## config.mk

```make
export PLATFORM = sky130hd
export DESIGN_NAME = fp32_chk_fifo
export DESIGN_NICKNAME = d
export VERILOG_FILES = /design/src/rtl/fp32_chk_pkg.sv /design/src/rtl/fp32_chk_fifo.sv
export SDC_FILE = /design/constraint.sdc
export NUM_CORES = 1
export LEC_CHECK = 0
export BUFFER_PORTS_ARGS = -buffer_cell sky130_fd_sc_hd__buf_2
export CELL_PAD_IN_SITES_DETAIL_PLACEMENT = 0
export CELL_PAD_IN_SITES_GLOBAL_PLACEMENT = 1
export CORE_MARGIN = 2
export CORE_UTILIZATION = 45
export CTS_BUF_LIST = sky130_fd_sc_hd__clkbuf_8
export CTS_CLUSTER_DIAMETER = 100
export DETAILED_ROUTE_END_ITERATION = 10
export PLACE_DENSITY_LB_ADDON = 0.1
export SLEW_MARGIN = 10
export SYNTH_ARGS = -nofsm -noshare
export SYNTH_HDL_FRONTEND = slang
export SYNTH_SLANG_ARGS = --single-unit
```

## constraint.sdc

```tcl
create_clock -name clk -period 4.9 [get_ports clk]
set_clock_uncertainty 0.2 [all_clocks]
set_input_delay 0.49 -clock clk [delete_from_list [all_inputs] [get_ports clk]]
set_output_delay 0.49 -clock clk [all_outputs]
set_load 0.01 [all_outputs]
```

## src/rtl/fp32_chk_pkg.sv

```systemverilog
// Shared types, field positions and compare helpers for the fp32 adder result checker.
package fp32_chk_pkg;

  typedef enum logic [1:0] {
    ST_IDLE  = 2'd0,
    ST_RUN   = 2'd1,
    ST_DRAIN = 2'd2,
    ST_DONE  = 2'd3
  } state_t;

  localparam int EXP_MSB = 30;
  localparam int EXP_LSB = 23;
  localparam int MAN_W   = 23;

  // Exponent all ones with a non-zero mantissa; infinities are not NaN.
  function automatic logic is_nan(input logic [31:0] x);
    return (x[EXP_MSB:EXP_LSB] == 8'hFF) && (x[MAN_W-1:0] != '0);
  endfunction

  // Maps an IEEE754 pattern onto a monotonic signed integer line, so ULP
  // distance is a plain subtraction and +0/-0 both land on zero.
  function automatic logic signed [32:0] ord33(input logic [31:0] x);
    logic signed [32:0] mag;
    mag = {2'b00, x[30:0]};
    return x[31] ? -mag : mag;
  endfunction

endpackage

```

## src/rtl/fp32_chk_fifo.sv

```systemverilog
// Show-ahead FIFO holding expected sums; head is valid whenever not empty.
module fp32_chk_fifo
  import fp32_chk_pkg::*;
#(
  parameter int DEPTH = 16,
  parameter int W     = 32
) (
  input  logic         clk,
  input  logic         rst_n,
  input  logic         clr,
  input  logic         push,
  input  logic         pop,
  input  logic [W-1:0] wdata,
  output logic [W-1:0] rdata,
  output logic         full,
  output logic         empty
);
  localparam int AW = $clog2(DEPTH);

  logic [W-1:0] mem [DEPTH];
  logic [AW:0]  wr_ptr, rd_ptr;
  logic         wr_en, rd_en;

  // Extra pointer bit separates full from empty at equal indices.
  assign empty = (wr_ptr == rd_ptr);
  assign full  = (wr_ptr[AW] != rd_ptr[AW]) && (wr_ptr[AW-1:0] == rd_ptr[AW-1:0]);
  assign rd_en = pop && !empty;
  // A pop in the same cycle frees the slot, so a push into a full FIFO is kept.
  assign wr_en = push && (!full || rd_en);
  assign rdata = mem[rd_ptr[AW-1:0]];

  // Pointer update; clear wins over any concurrent push/pop.
  always_ff @(posedge clk or negedge rst_n) begin
    if (!rst_n) begin
      wr_ptr <= '0;
      rd_ptr <= '0;
    end else if (clr) begin
      wr_ptr <= '0;
      rd_ptr <= '0;
    end else begin
      if (wr_en) wr_ptr <= wr_ptr + (AW+1)'(1);
      if (rd_en) rd_ptr <= rd_ptr + (AW+1)'(1);
    end
  end

  // Storage needs no reset: contents are only observed behind the pointers.
  always_ff @(posedge clk) begin
    if (wr_en && !clr) mem[wr_ptr[AW-1:0]] <= wdata;
  end

endmodule

```

==> results by stage, run 1 <==
Run status:
- The flow ran to the end, and the final reports show no timing, DRC or antenna violations.

STA:
- The number of pins with negative max-slew slack in the final report was 0.
- Of the available clock period, the critical path in the final layout requires 0.7722.
- The final critical path time including I/O delays and setup is approximately 3800 ps.
- The tightest hold path in the finished design has a slack of ~50 ps.
- The number of hold-slack violations in the final timing report is 0.
- The final sum of negative setup slack is 0 ps.
- The maximum clock rate is between 0.2 and 0.3 GHz.
- The transition at the pin with the smallest max-transition slack is around 930 ps.
- The final count of negative-setup-slack endpoints is 0.
- The worst relative slew slack is 0.3773.
- The final setup slack of the worst path is roughly 1100 ps.
- Setup repair after global routing left no endpoint under its margin.

Clocking:
- The total number of clock tree sinks is between 500 and 600.
- The clock root buffer is sky130_fd_sc_hd__clkbuf_8.
- The clock insertion delay at the later pin of the skew report is slightly above 600 ps.
- The clock input transition at the sequential cells of the worst setup and hold paths is roughly 60 ps.
- The clock tree from TritonCTS is done.
- Buffers inserted during clock tree synthesis total 84.
- The number of buffers inserted by post-CTS setup repair is 0.
- The clock tree buffer depth is 3.
- CTS built an H-tree with a depth of 3.

Worst setup path:
- The maximum fanout count along the critical path is 40.
- The data required time at the worst endpoint is 4210 ps.
- The total buffers and inverters traversed by the critical path is 2.
- Traced cell by cell, the critical path runs through buf_4 -> mux4_2 -> mux4_2 -> buf_2.
- For this run, the slowest stage of the critical path takes between 600 and 700 ps.
- STA classifies the critical path endpoint as an output port.
- The launching element type of the critical path is a register.
- The path type of the worst setup path is reg -> out.
- Among all stages on the critical path, the largest delay is contributed by sky130_fd_sc_hd__buf_4.
- Data arrives at the worst endpoint at between 3000 and 4000 ps.
- The cell that appears most often on the critical path is sky130_fd_sc_hd__mux4_2.
- On the critical path the largest part of the delay comes from multiplexers.

Die:
- The floorplan step defined a die boundary enclosing 46030 um^2.
- The vertical die dimension is between 200 and 250 um.
- The total number of placement rows is 77.
- The core box area is between 40000 and 50000 um^2.
- For this configuration, the core starts out at a cell density of 0.4530.
- Pin placement for this block handled a little over 70 I/O pins.
- The die is between 200 and 250 um wide.

Yosys:
- Dividing the synthesized area by the synthesized cell count gives approximately 25 um^2.
- The synthesized instance count is 799.
- The count of different cell masters after synthesis is 25.
- Yosys printed 0 warnings.
- The sequential share of the synthesized area is 0.7833.
- The synthesized design contains 522 register bits.
- Synthesis produced a netlist with a net count of roughly 840.
- The cell area after synthesis is ~20000 um^2.

Power and ir drop:
- Summed over all cells, the static leakage comes to between 7 and 8 nW.
- The share of total power dissipated in sequential elements is 0.525.
- The total power is about 9.5 mW.
- The share of total power dissipated in combinational logic is 0.121.
- Across the VDD grid, the largest voltage drop is about 250 uV.
- Dividing total power by cell area gives a power density of approximately 410 nW/um^2.
- The net switching power figure is 2.197 mW.
- The share of total power dissipated in the clock network is 0.355.
- The switching power as a share of total power is 0.2323.
- The internal portion of the total power is between 7 and 8 mW.

Placement:
- Prior to clock tree synthesis, the placed netlist has a worst setup slack of between 1500 and 2000 ps.
- Detailed placement finished with a half-perimeter wire length of 22530 um.
- During placement, the flow inserted port buffers numbering 70.
- The cell count after placement is approximately 1500.
- The placement-stage cell area is about 21000 um^2.
- At the end of routability-driven placement, the weighted congestion stood at around 0.75.

Route:
- The routed via count is slightly below 9000.
- The detail-routed via count per cell is approximately 5.5.
- The number of remaining DRC errors is 0.
- The first-pass iteration count of the detailed router is 5.
- The sum of routed wire length over all layers is ~43000 um.
- In the final routed layout, each cell accounts on average for 26.44 um.
- The count of antenna-violating nets left after detailed routing is 0.
- The detailed router finished its first iteration with 761 violations.

Cells and area:
- Of the cells placed in the final design, the portion with a size suffix greater than 1 is 0.3725.
- The number of antenna diodes in the final layout is 0.
- Leaving out fill and tap cells, the most frequent cell in the layout is sky130_fd_sc_hd__edfxtp_1.
- The net count of the finished layout is ~1000.
- Compared with the post-synthesis result, the final layout area differs by 14.83%.
- The final instance count without filler cells is 1623.
- At the end of the flow the core is filled with cells to 0.5202.
- The post-route standard cell area excluding fillers is approximately 23000 um^2.
- In the layout the commonest cells are sky130_fd_sc_hd__edfxtp_1, sky130_fd_sc_hd__mux4_2, sky130_fd_sc_hd__clkbuf_8, sky130_fd_sc_hd__buf_2, sky130_fd_sc_hd__inv_1.

Global routing:
- The via count of the first global-routing pass is approximately 9900.
- The global-route wire length before repair is 63420 um.
- Global routing finished with a remaining overflow of 0.
- Entering global routing, the biggest net connects approximately 130 pins.
- The global-route total usage across every layer is 0.1906.
- The number of antenna violations at the first check in global routing is 0.

Min path:
- The path type of the worst min-delay path is in -> reg.

Flow run:
- The tool flagged a number of max-cap violations equal to 0.
cell type report:
class / count / area [um^2]
multi-input cells: 233 / 4174
repair buffers: 123 / 840.8
fillers: 3474 / 21120
well taps: 592 / 740.7
flip-flops and latches: 522 / 15640
clock inverters: 62 / 292.8
inverters: 3 / 11.26
clock buffers: 88 / 1211
power by group through the flow:
stage / Combinational (mW) / Clock (mW) / Sequential [mW]
after CTS: 1.18 / 3.46 / 4.96
final: 1.14 / 3.35 / 4.96
after global routing: 1.24 / 3.65 / 4.96
after detailed placement: 1.16 / 0 / 5.06
after global placement: 1.14 / 0 / 5.05
after floorplan: 0.883 / 0 / 5.05
layer usage:
layer  GRT usage  vias up  share of wire
met5           0        -              0
met3     0.03376       67          0.047
met2      0.3337      226           0.52
li1            -     3797              -
met4     0.07245        0          0.024
met1      0.2385     4863           0.40
timing repair:
item / 4_1_cts / 5_1_grt
hold buffers: 22 / 0
gates resized for setup: 0 / 0
setup endpoints to repair: 0 / 0
hold endpoints to repair: 274 / 0
flip-flops by register name, indices dropped and copies added (netlist names):
signal  cells
mem       512
rd_ptr      5
wr_ptr      5
logic make-up (layout without fill, tap and decap cells):
group / Yosys count / after routing / synth area share
flops: 522 / 522 / 0.7833
mux: 163 / 163 / 0.1822
compound gates: 9 / 9 / 0.002635
xor+xnor: 11 / 11 / 0.004830
simple gates: 45 / 45 / 0.01091
fa+ha+maj: 5 / 5 / 0.003136
buf+inv: 44 / 276 / 0.01292
worst paths after layout:
| check | from | slack, ps | cells after the start | to |
|---|---|---|---|---|
| max | rd_ptr[0] | 1120 | 4 | rdata[30] |
| min | wdata[3] | 50 | 1 | mem[1][3] |
| max reg2reg | wr_ptr[3] | 1730 | 6 | mem[12][20] |
| min reg2reg | rd_ptr[4] | 390 | 2 | rd_ptr[4] |
| max in group asynchronous | rst_n | 4200 | 2 | rd_ptr[1] |
| min in group asynchronous | rst_n | 70 | 2 | wr_ptr[4] |
synthesized netlist by cell type:
cell	instances	area, um^2
sky130_fd_sc_hd__edfxtp_1	512	15370
sky130_fd_sc_hd__mux4_2	160	3603
sky130_fd_sc_hd__nor2_1	22	82.58
sky130_fd_sc_hd__clkbuf_1	14	52.55
sky130_fd_sc_hd__buf_6	11	123.9
sky130_fd_sc_hd__dfrtp_1	10	250.2
sky130_fd_sc_hd__buf_1	8	30.03
sky130_fd_sc_hd__buf_2	8	40.04
sky130_fd_sc_hd__nand2_1	7	26.28
sky130_fd_sc_hd__xnor2_1	7	61.31
sky130_fd_sc_hd__a21oi_1	6	30.03
sky130_fd_sc_hd__ha_1	5	62.56
sky130_fd_sc_hd__nor3_1	4	20.02
sky130_fd_sc_hd__xor2_1	4	35.03
sky130_fd_sc_hd__inv_1	3	11.26
sky130_fd_sc_hd__nand2b_1	3	18.77
sky130_fd_sc_hd__nand4_1	3	18.77
sky130_fd_sc_hd__a21boi_1	2	15.01
sky130_fd_sc_hd__and2_1	2	12.51
sky130_fd_sc_hd__mux2i_1	2	20.02
sky130_fd_sc_hd__nor2b_1	2	12.51
sky130_fd_sc_hd__a21o_1	1	7.510
sky130_fd_sc_hd__mux2_1	1	11.26
sky130_fd_sc_hd__nand3_1	1	5.000
sky130_fd_sc_hd__nor4_4	1	21.27
Power figures use the tool's default switching activity.
==> inputs of run 2 (changes only) <==
clock period = 3.2 ns   (was 4.9 ns; I/O delays follow)
==> results by stage, run 2 (synthesized netlist as in run 1, its figures left out) <==
Clocking:
- The clock insertion delay at the later pin of the skew report is 640 ps (+20 ps).
- The total number of H-tree levels was 3 (unchanged).
- The clock tree from TritonCTS is done.
- The total number of clock tree sinks is 522 (unchanged).
- The number of buffers inserted during clock tree synthesis came to 83 (-1.2%).
- The clock input transition at the sequential cells of the worst setup and hold paths is 60 ps (about the same).
- Clock tree synthesis selected as its root buffer the cell sky130_fd_sc_hd__clkbuf_8.
- The clock tree buffer depth is 3 (unchanged).

Route:
- The sum of routed wire length over all layers is 46680 um (+8.8%).
- The count of antenna-violating nets left after detailed routing is 0 (unchanged).
- The number of DRC markers after the initial detailed-route iteration came to 875 (+15%).
- The number of remaining DRC errors is 0 (unchanged).
- The routed via count came to 9384 (+4.8%).
- The detail-routed via count per cell is 5.540 (+0.42%).
- The average routed wire per standard cell is 27.56 um (+4.2%).
- The first-pass iteration count of the detailed router is 5 (unchanged).

Cells and area:
- The fill cell total of the finished layout came to 3322 (-4.4%).
- The library cells used most frequently in the layout, excluding fill and tap cells, are sky130_fd_sc_hd__edfxtp_1, sky130_fd_sc_hd__mux4_2, sky130_fd_sc_hd__clkbuf_8, sky130_fd_sc_hd__buf_2, sky130_fd_sc_hd__buf_4.
- The net total in the final layout is 1076 (+6.6%).
- The antenna diode count is 0 (unchanged).
- The number of flip-flops under the largest register name is 512 (unchanged).
- The share of final-layout standard cells stronger than drive strength 1 is 0.4020 (+0.02954).
- The area growth from synthesis to layout is 21.79%.
- The most common cell after layout, fill and taps aside is sky130_fd_sc_hd__edfxtp_1.

Global routing:
- The global-route wire length before repair is 67900 um (+7.1%).
- The via count of the first global-routing pass is 10164 (+2.6%).
- After global routing, the most crowded layer is met2.
- The met2 track demand over resource in global routing is 0.3357 (+0.002056).
- The global-route total usage across every layer came to 0.2076 (+0.01695).
- The overflow left after global routing is 0 (unchanged).
- The global routing met3 resource utilization came to 0.03957 (+0.005816).
- The maximum number of pins on one net before global-route repair is 66 (-50%).
- The number of antenna violations at the first check in global routing is 0 (unchanged).
- The met1 usage is 0.2899 (+0.05136).

STA:
- Counting I/O delays and the setup requirement, the final critical path takes around 3200 ps.
- The transition at the pin with the smallest max-transition slack is 798.6 ps (-135.5 ps).
- Based on the critical path, the design can be clocked at up to between 0.3 and 0.4 GHz.
- Of the available clock period, the critical path in the final layout requires 1.011.
- The final setup slack of the worst path is -33.64 ps (-1150 ps).
- The number of hold-slack violations in the final timing report is 0 (unchanged).
- The number of pins with negative max-slew slack in the final report was 0 (unchanged).
- The final count of negative-setup-slack endpoints is 9 (+9).
- The worst relative slew slack is 0.4676 (+0.09031).
- The worst hold-check slack is 335.5 ps (+284.4 ps).
- Setup repair after global routing could not meet its margin everywhere.

Die:
- The vertical die dimension was 214.5 um (unchanged).
- The core box area is 44030 um^2 (unchanged).
- The die span in x was 214.5 um (unchanged).
- The I/O pin total is 71 (unchanged).
- The effective utilization at floorplan came to 0.4530 (unchanged).
- The overall die area was 46030 um^2 (unchanged).
- The total number of placement rows came to 77 (unchanged).

Power and ir drop:
- The total leakage power is 7.755 nW (+7.8%).
- The total power is 15.23 mW (+61%).
- The worst supply voltage drop on vdd is 348.8 uV (+39%).
- The power density of the placed cells is 627.0 nW/um^2 (+52%).

Worst setup path:
- The launching element type of the critical path is a register.
- The maximum fanout count along the critical path is 6 (-85%).
- The data arrival time of the critical path came to 2710 ps (-380 ps).
- The data required time at the worst endpoint is 2680 ps (-1530 ps).
- The critical path in this run is classified as reg -> out.
- The nature of the critical path endpoint is an output port.

Run status:
- The final reports fail on setup timing.
- The flow ran to the end, but the final reports show violations.

Placement:
- The weighted congestion reported at the end of routability-driven placement is 0.7077 (-6.0%).
- The half-perimeter wire length after placement is 22900 um (+1.6%).
- The count of input and output buffers was 70 (unchanged).

Min path:
- The min-delay analysis places its worst path in the category in -> reg.

Flow run:
- The count of maximum capacitance violations was 0 (unchanged).
==> run 2: cell count changes in the layout (fill, tap and decap cells not counted), moves of 2 or more <==
cell,previous run,this run
sky130_fd_sc_hd__buf_12,3,23
sky130_fd_sc_hd__nor3_2,4,0
sky130_fd_sc_hd__clkbuf_8,88,86
sky130_fd_sc_hd__nand2_1,7,3
sky130_fd_sc_hd__clkinv_2,8,10
sky130_fd_sc_hd__nand2_2,0,4
sky130_fd_sc_hd__buf_6,0,26
sky130_fd_sc_hd__buf_2,70,45
sky130_fd_sc_hd__nor3_4,0,4
sky130_fd_sc_hd__dlygate4sd3_1,22,38
sky130_fd_sc_hd__clkbuf_16,0,3
sky130_fd_sc_hd__clkinv_1,18,23
sky130_fd_sc_hd__buf_4,28,39
sky130_fd_sc_hd__buf_16,0,16
==> run 2: final cells by class <==
type,instances,area (um^2),area share
clock buffer,86,1184,0.04872
clock inverter,67,310.3,0.01277
inverter,3,11.26,0.0004635
multi-input combinational,233,4230,0.1741
sequential,522,15640,0.6436
tap,592,740.7,0.03049
timing repair buffer,191,2182,0.08982
==> run 2: final timing paths <==
kind                            slack (ps)  cells past startpoint          end  startpoint
worst max-delay path                   -30                      6    rdata[29]   rd_ptr[0]
worst min-delay path                   340                      3    wr_ptr[0]         clr
worst max register to register         140                     11  mem[12][15]   rd_ptr[0]
worst min register to register         380                      2    rd_ptr[4]   rd_ptr[4]
max in group asynchronous             1910                      3    rd_ptr[1]       rst_n
min in group asynchronous              520                      3    wr_ptr[0]       rst_n
==> run 2: power by group <==
part / internal [mW] / leakage [nW] / total (mW) / switching [mW]
clock: 2.58 / 0.873 / 5.11 / 2.53
sequential: 7.57 / 4.74 / 7.60 / 0.0345
combinational: 1.49 / 2.14 / 2.52 / 1.03
==> run 2: what timing repair did <==
item / CTS / global route
buffers inserted: 15 / 2
hold buffers: 38 / 0
pin swaps: 1 / 0
resized for setup: 41 / 20
hold endpoints to repair: 532 / 0
gates cloned: 13 / 3
setup endpoints to repair: 32 / 412
==> run 2: through the flow <==
step | worst slack (ps) | utilization | TNS [ps] | cell area, um^2 | std cells
6_report | -33.64 | 0.5518 | -172.6 | 24290 | 1694
5_1_grt | -95.06 | 0.5518 | -1847 | 24290 | 1694
4_1_cts | -122.9 | 0.5491 | -5007 | 24180 | 1691
3_5_place_dp | 400.3 | 0.4906 | 0 | 21600 | 1472
3_3_place_gp | 413.3 | 0.4906 | 0 | 21600 | 1472
2_1_floorplan | -63.17 | - | -17650 | 19970 | 799
==> run 2: layer usage <==
metal,share of wire,up-vias
li1,-,3948
met1,0.44,5087
met2,0.49,288
met3,0.051,61
met4,0.017,0
met5,0,-
==> run 2: critical path: stages, from the launching register on <==
cell	delay (ps)
sky130_fd_sc_hd__dfrtp_4	470
sky130_fd_sc_hd__buf_16	170
sky130_fd_sc_hd__buf_12	140
sky130_fd_sc_hd__clkbuf_16	160
sky130_fd_sc_hd__mux4_2	510
sky130_fd_sc_hd__mux4_2	470
sky130_fd_sc_hd__buf_2	150
==> inputs of run 3 (changes only) <==
CELL_PAD_IN_SITES_DETAIL_PLACEMENT = unset   (was 0)
CELL_PAD_IN_SITES_GLOBAL_PLACEMENT = unset   (was 1)
PLACE_DENSITY_LB_ADDON = unset   (was 0.1)
==> results by stage, run 3 (synthesized netlist as in run 1, its figures left out) <==
STA:
- The worst hold-check slack is 365.5 ps (+29.95 ps).
- The number of hold-slack violations in the final timing report is 0 (unchanged).
- The final count of negative-setup-slack endpoints was 18 (+9).
- The transition at the pin with the smallest max-transition slack is 789.4 ps (-9.213 ps).
- The final critical-path share of the clock period is 1.006 (-0.004067).
- The final setup slack of the worst path was -20.63 ps (+13.02 ps).
- The final sum of negative setup slack is -153.1 ps (+19.53 ps).
- The number of pins with negative max-slew slack in the final report is 0 (unchanged).
- The maximum clock rate is 0.3105 GHz (+0.40%).
- The worst relative slew slack is 0.4738 (+0.006142).
- The final critical path time including I/O delays and setup is 3221 ps (-13.01 ps).
- Setup repair after global routing could not meet its margin everywhere.

Worst setup path:
- The data arrival time of the critical path came to 2700 ps (about the same).
- On the critical path, the stage with the largest delay is an instance of sky130_fd_sc_hd__dfrtp_4.
- Walking the worst path, the cells encountered are clkbuf_16 -> clkbuf_16 -> mux4_2 -> mux4_2 -> buf_6.
- The total buffers and inverters traversed by the critical path came to 3 (-1).
- The path type of the worst setup path is reg -> out.
- The launching element type of the critical path is a register.
- The peak per-stage delay on the critical path is 520 ps (about the same).
- In this run the worst setup path terminates at rdata[12].
- The register-to-register setup slack is 150 ps (about the same).
- The worst register-to-register path ends at mem[4][6].
- The maximum fanout count along the critical path is 6 (unchanged).
- In this run the critical register-to-register path is launched from rd_ptr[0].
- The source of the critical timing path is rd_ptr[0].
- The number of cells on the critical path is 5 (-1).
- The top cell family by delay on the critical path is multiplexers.
- The data required time at the worst endpoint was 2680 ps (about the same).
- The nature of the critical path endpoint is an output port.
- The count of cells along the worst register-to-register path is 8 (-3).

Placement:
- The count of input and output buffers is 70 (unchanged).
- The cell count after placement is 1467 (-0.34%).
- The weighted congestion reported at the end of routability-driven placement is 0.7080 (about the same).
- The half-perimeter wire length after placement is 22650 um (-1.1%).

Power and ir drop:
- The power density of the placed cells is 624.2 nW/um^2 (-0.44%).
- The worst supply voltage drop on vdd is 348.0 uV (-0.25%).
- The total power came to 14.91 mW (-2.1%).
- The total leakage power was 7.557 nW (-2.6%).

Clocking:
- The root buffer cell chosen for the clock tree is sky130_fd_sc_hd__clkbuf_8.
- The total number of H-tree levels is 3 (unchanged).
- The clock input transition at the sequential cells of the worst setup and hold paths was 60 ps (about the same).
- TritonCTS built the clock tree.
- The clock insertion delay at the later pin of the skew report is 630 ps (about the same).
- The number of buffers inserted during clock tree synthesis was 84 (+1.2%).
- The clock tree buffer depth is 3 (unchanged).
- The total number of clock tree sinks was 522 (unchanged).

Die:
- The effective utilization at floorplan is 0.4530 (unchanged).
- The total number of placement rows is 77 (unchanged).
- The overall die area is 46030 um^2 (unchanged).
- The I/O pin total is 71 (unchanged).
- The die span in x is 214.5 um (unchanged).
- The vertical die dimension is 214.5 um (unchanged).
- The core box area was 44030 um^2 (unchanged).

Min path:
- The path type of the worst min-delay path is reg -> reg.

Global routing:
- The maximum number of pins on one net before global-route repair is 87 (+32%).
- The number of antenna violations at the first check in global routing was 0 (unchanged).
- The overflow left after global routing came to 0 (unchanged).
- The global-route total usage across every layer is 0.1961 (-0.01147).
- The via count of the first global-routing pass is 9828 (-3.3%).
- The global-route wire length before repair is 65150 um (-4.1%).

Cells and area:
- The fill cell total of the finished layout is 3382 (+1.8%).
- The share of final-layout standard cells stronger than drive strength 1 is 0.3868 (-0.01523).
- In the layout the commonest cells are sky130_fd_sc_hd__edfxtp_1, sky130_fd_sc_hd__mux4_2, sky130_fd_sc_hd__clkbuf_8, sky130_fd_sc_hd__buf_2, sky130_fd_sc_hd__dlygate4sd3_1.
- The net total in the final layout is 1063 (-1.2%).
- Leaving out fill and tap cells, the most frequent cell in the layout is sky130_fd_sc_hd__edfxtp_1.
- The final instance count without filler cells came to 1665 (-1.7%).
- Compared with the post-synthesis result, the final layout area differs by 19.73%.
- The number of flip-flops under the largest register name is 512 (unchanged).
- The antenna diode count was 0 (unchanged).
- The utilization of the core after routing is 0.5424 (-0.009349).

Flow run:
- The count of maximum capacitance violations came to 0 (unchanged).

Run status:
- The checks that failed: setup timing.
- The run finished, with violations left.

Route:
- The number of DRC markers after the initial detailed-route iteration came to 922 (+5.4%).
- The routed via count is 9265 (-1.3%).
- The count of antenna-violating nets left after detailed routing came to 0 (unchanged).
- The sum of routed wire length over all layers is 45050 um (-3.5%).
- The first-pass iteration count of the detailed router is 5 (unchanged).
- The number of remaining DRC errors is 0 (unchanged).
- The average routed wire per standard cell was 27.06 um (-1.8%).
- The detail-routed via count per cell is 5.565 (+0.45%).
[run 3: how the worst min path moves through the flow]
| stage | startpoint | endpoint | slack, ps | depth (start not counted) |
|---|---|---|---|---|
| floorplan | rst_n | rd_ptr[0] | -180 | 0 |
| finish | rd_ptr[4] | rd_ptr[4] | 370 | 2 |
| CTS | clr | wr_ptr[4] | 360 | 3 |
| detailed placement | rst_n | rd_ptr[4] | -2 | 1 |
| global placement | rst_n | rd_ptr[4] | -3 | 1 |
| global route | wdata[4] | mem[6][4] | 390 | 2 |
[run 3: per-layer routing]
| metal | global-route usage | vias to the layer above | part of all wire |
|---|---|---|---|
| met5 | 0 | - | 0 |
| met2 | 0.3126 | 318 | 0.49 |
| met1 | 0.2774 | 4990 | 0.43 |
| li1 | - | 3894 | - |
| met3 | 0.03858 | 63 | 0.059 |
| met4 | 0.05995 | 0 | 0.019 |
[run 3: power by group]
part / internal [mW] / leakage (nW) / switching (mW)
combinational: 1.41 / 2.01 / 1.01
clock: 2.42 / 0.801 / 2.46
sequential: 7.57 / 4.74 / 0.0350
total: 11.4 / 7.56 / 3.51
[run 3: worst min-delay path, cell delays in order, from the launching register on]
cell                      delay [ps]
sky130_fd_sc_hd__dfrtp_1         370
sky130_fd_sc_hd__xnor2_1          80
sky130_fd_sc_hd__nor2_1           70
[run 3: cell type report]
type                       count  area [um^2]  area share
inverter                       3        11.26   0.0004715
clock inverter                54        232.7    0.009745
clock buffer                  84         1156     0.04841
tap                          592        740.7     0.03102
multi-input combinational    233         4199      0.1758
timing repair buffer         177         1904     0.07974
sequential                   522        15640      0.6548
[run 3: what timing repair did]
action,CTS,global route
endpoints found under the hold margin,532,0
setup endpoints to repair,32,31
gates resized for setup,18,22
cloned,4,12
buffers inserted,5,1
hold buffers,38,0
pin swaps,0,0
[run 3: through the flow]
step / cell area (um^2) / setup slack [ps]
floorplan: 19970 / -63.17
global placement: 21490 / 466.5
detailed placement: 21490 / 447.0
CTS: 23500 / -101.2
global route: 23880 / -110.5
finish: 23880 / -20.63
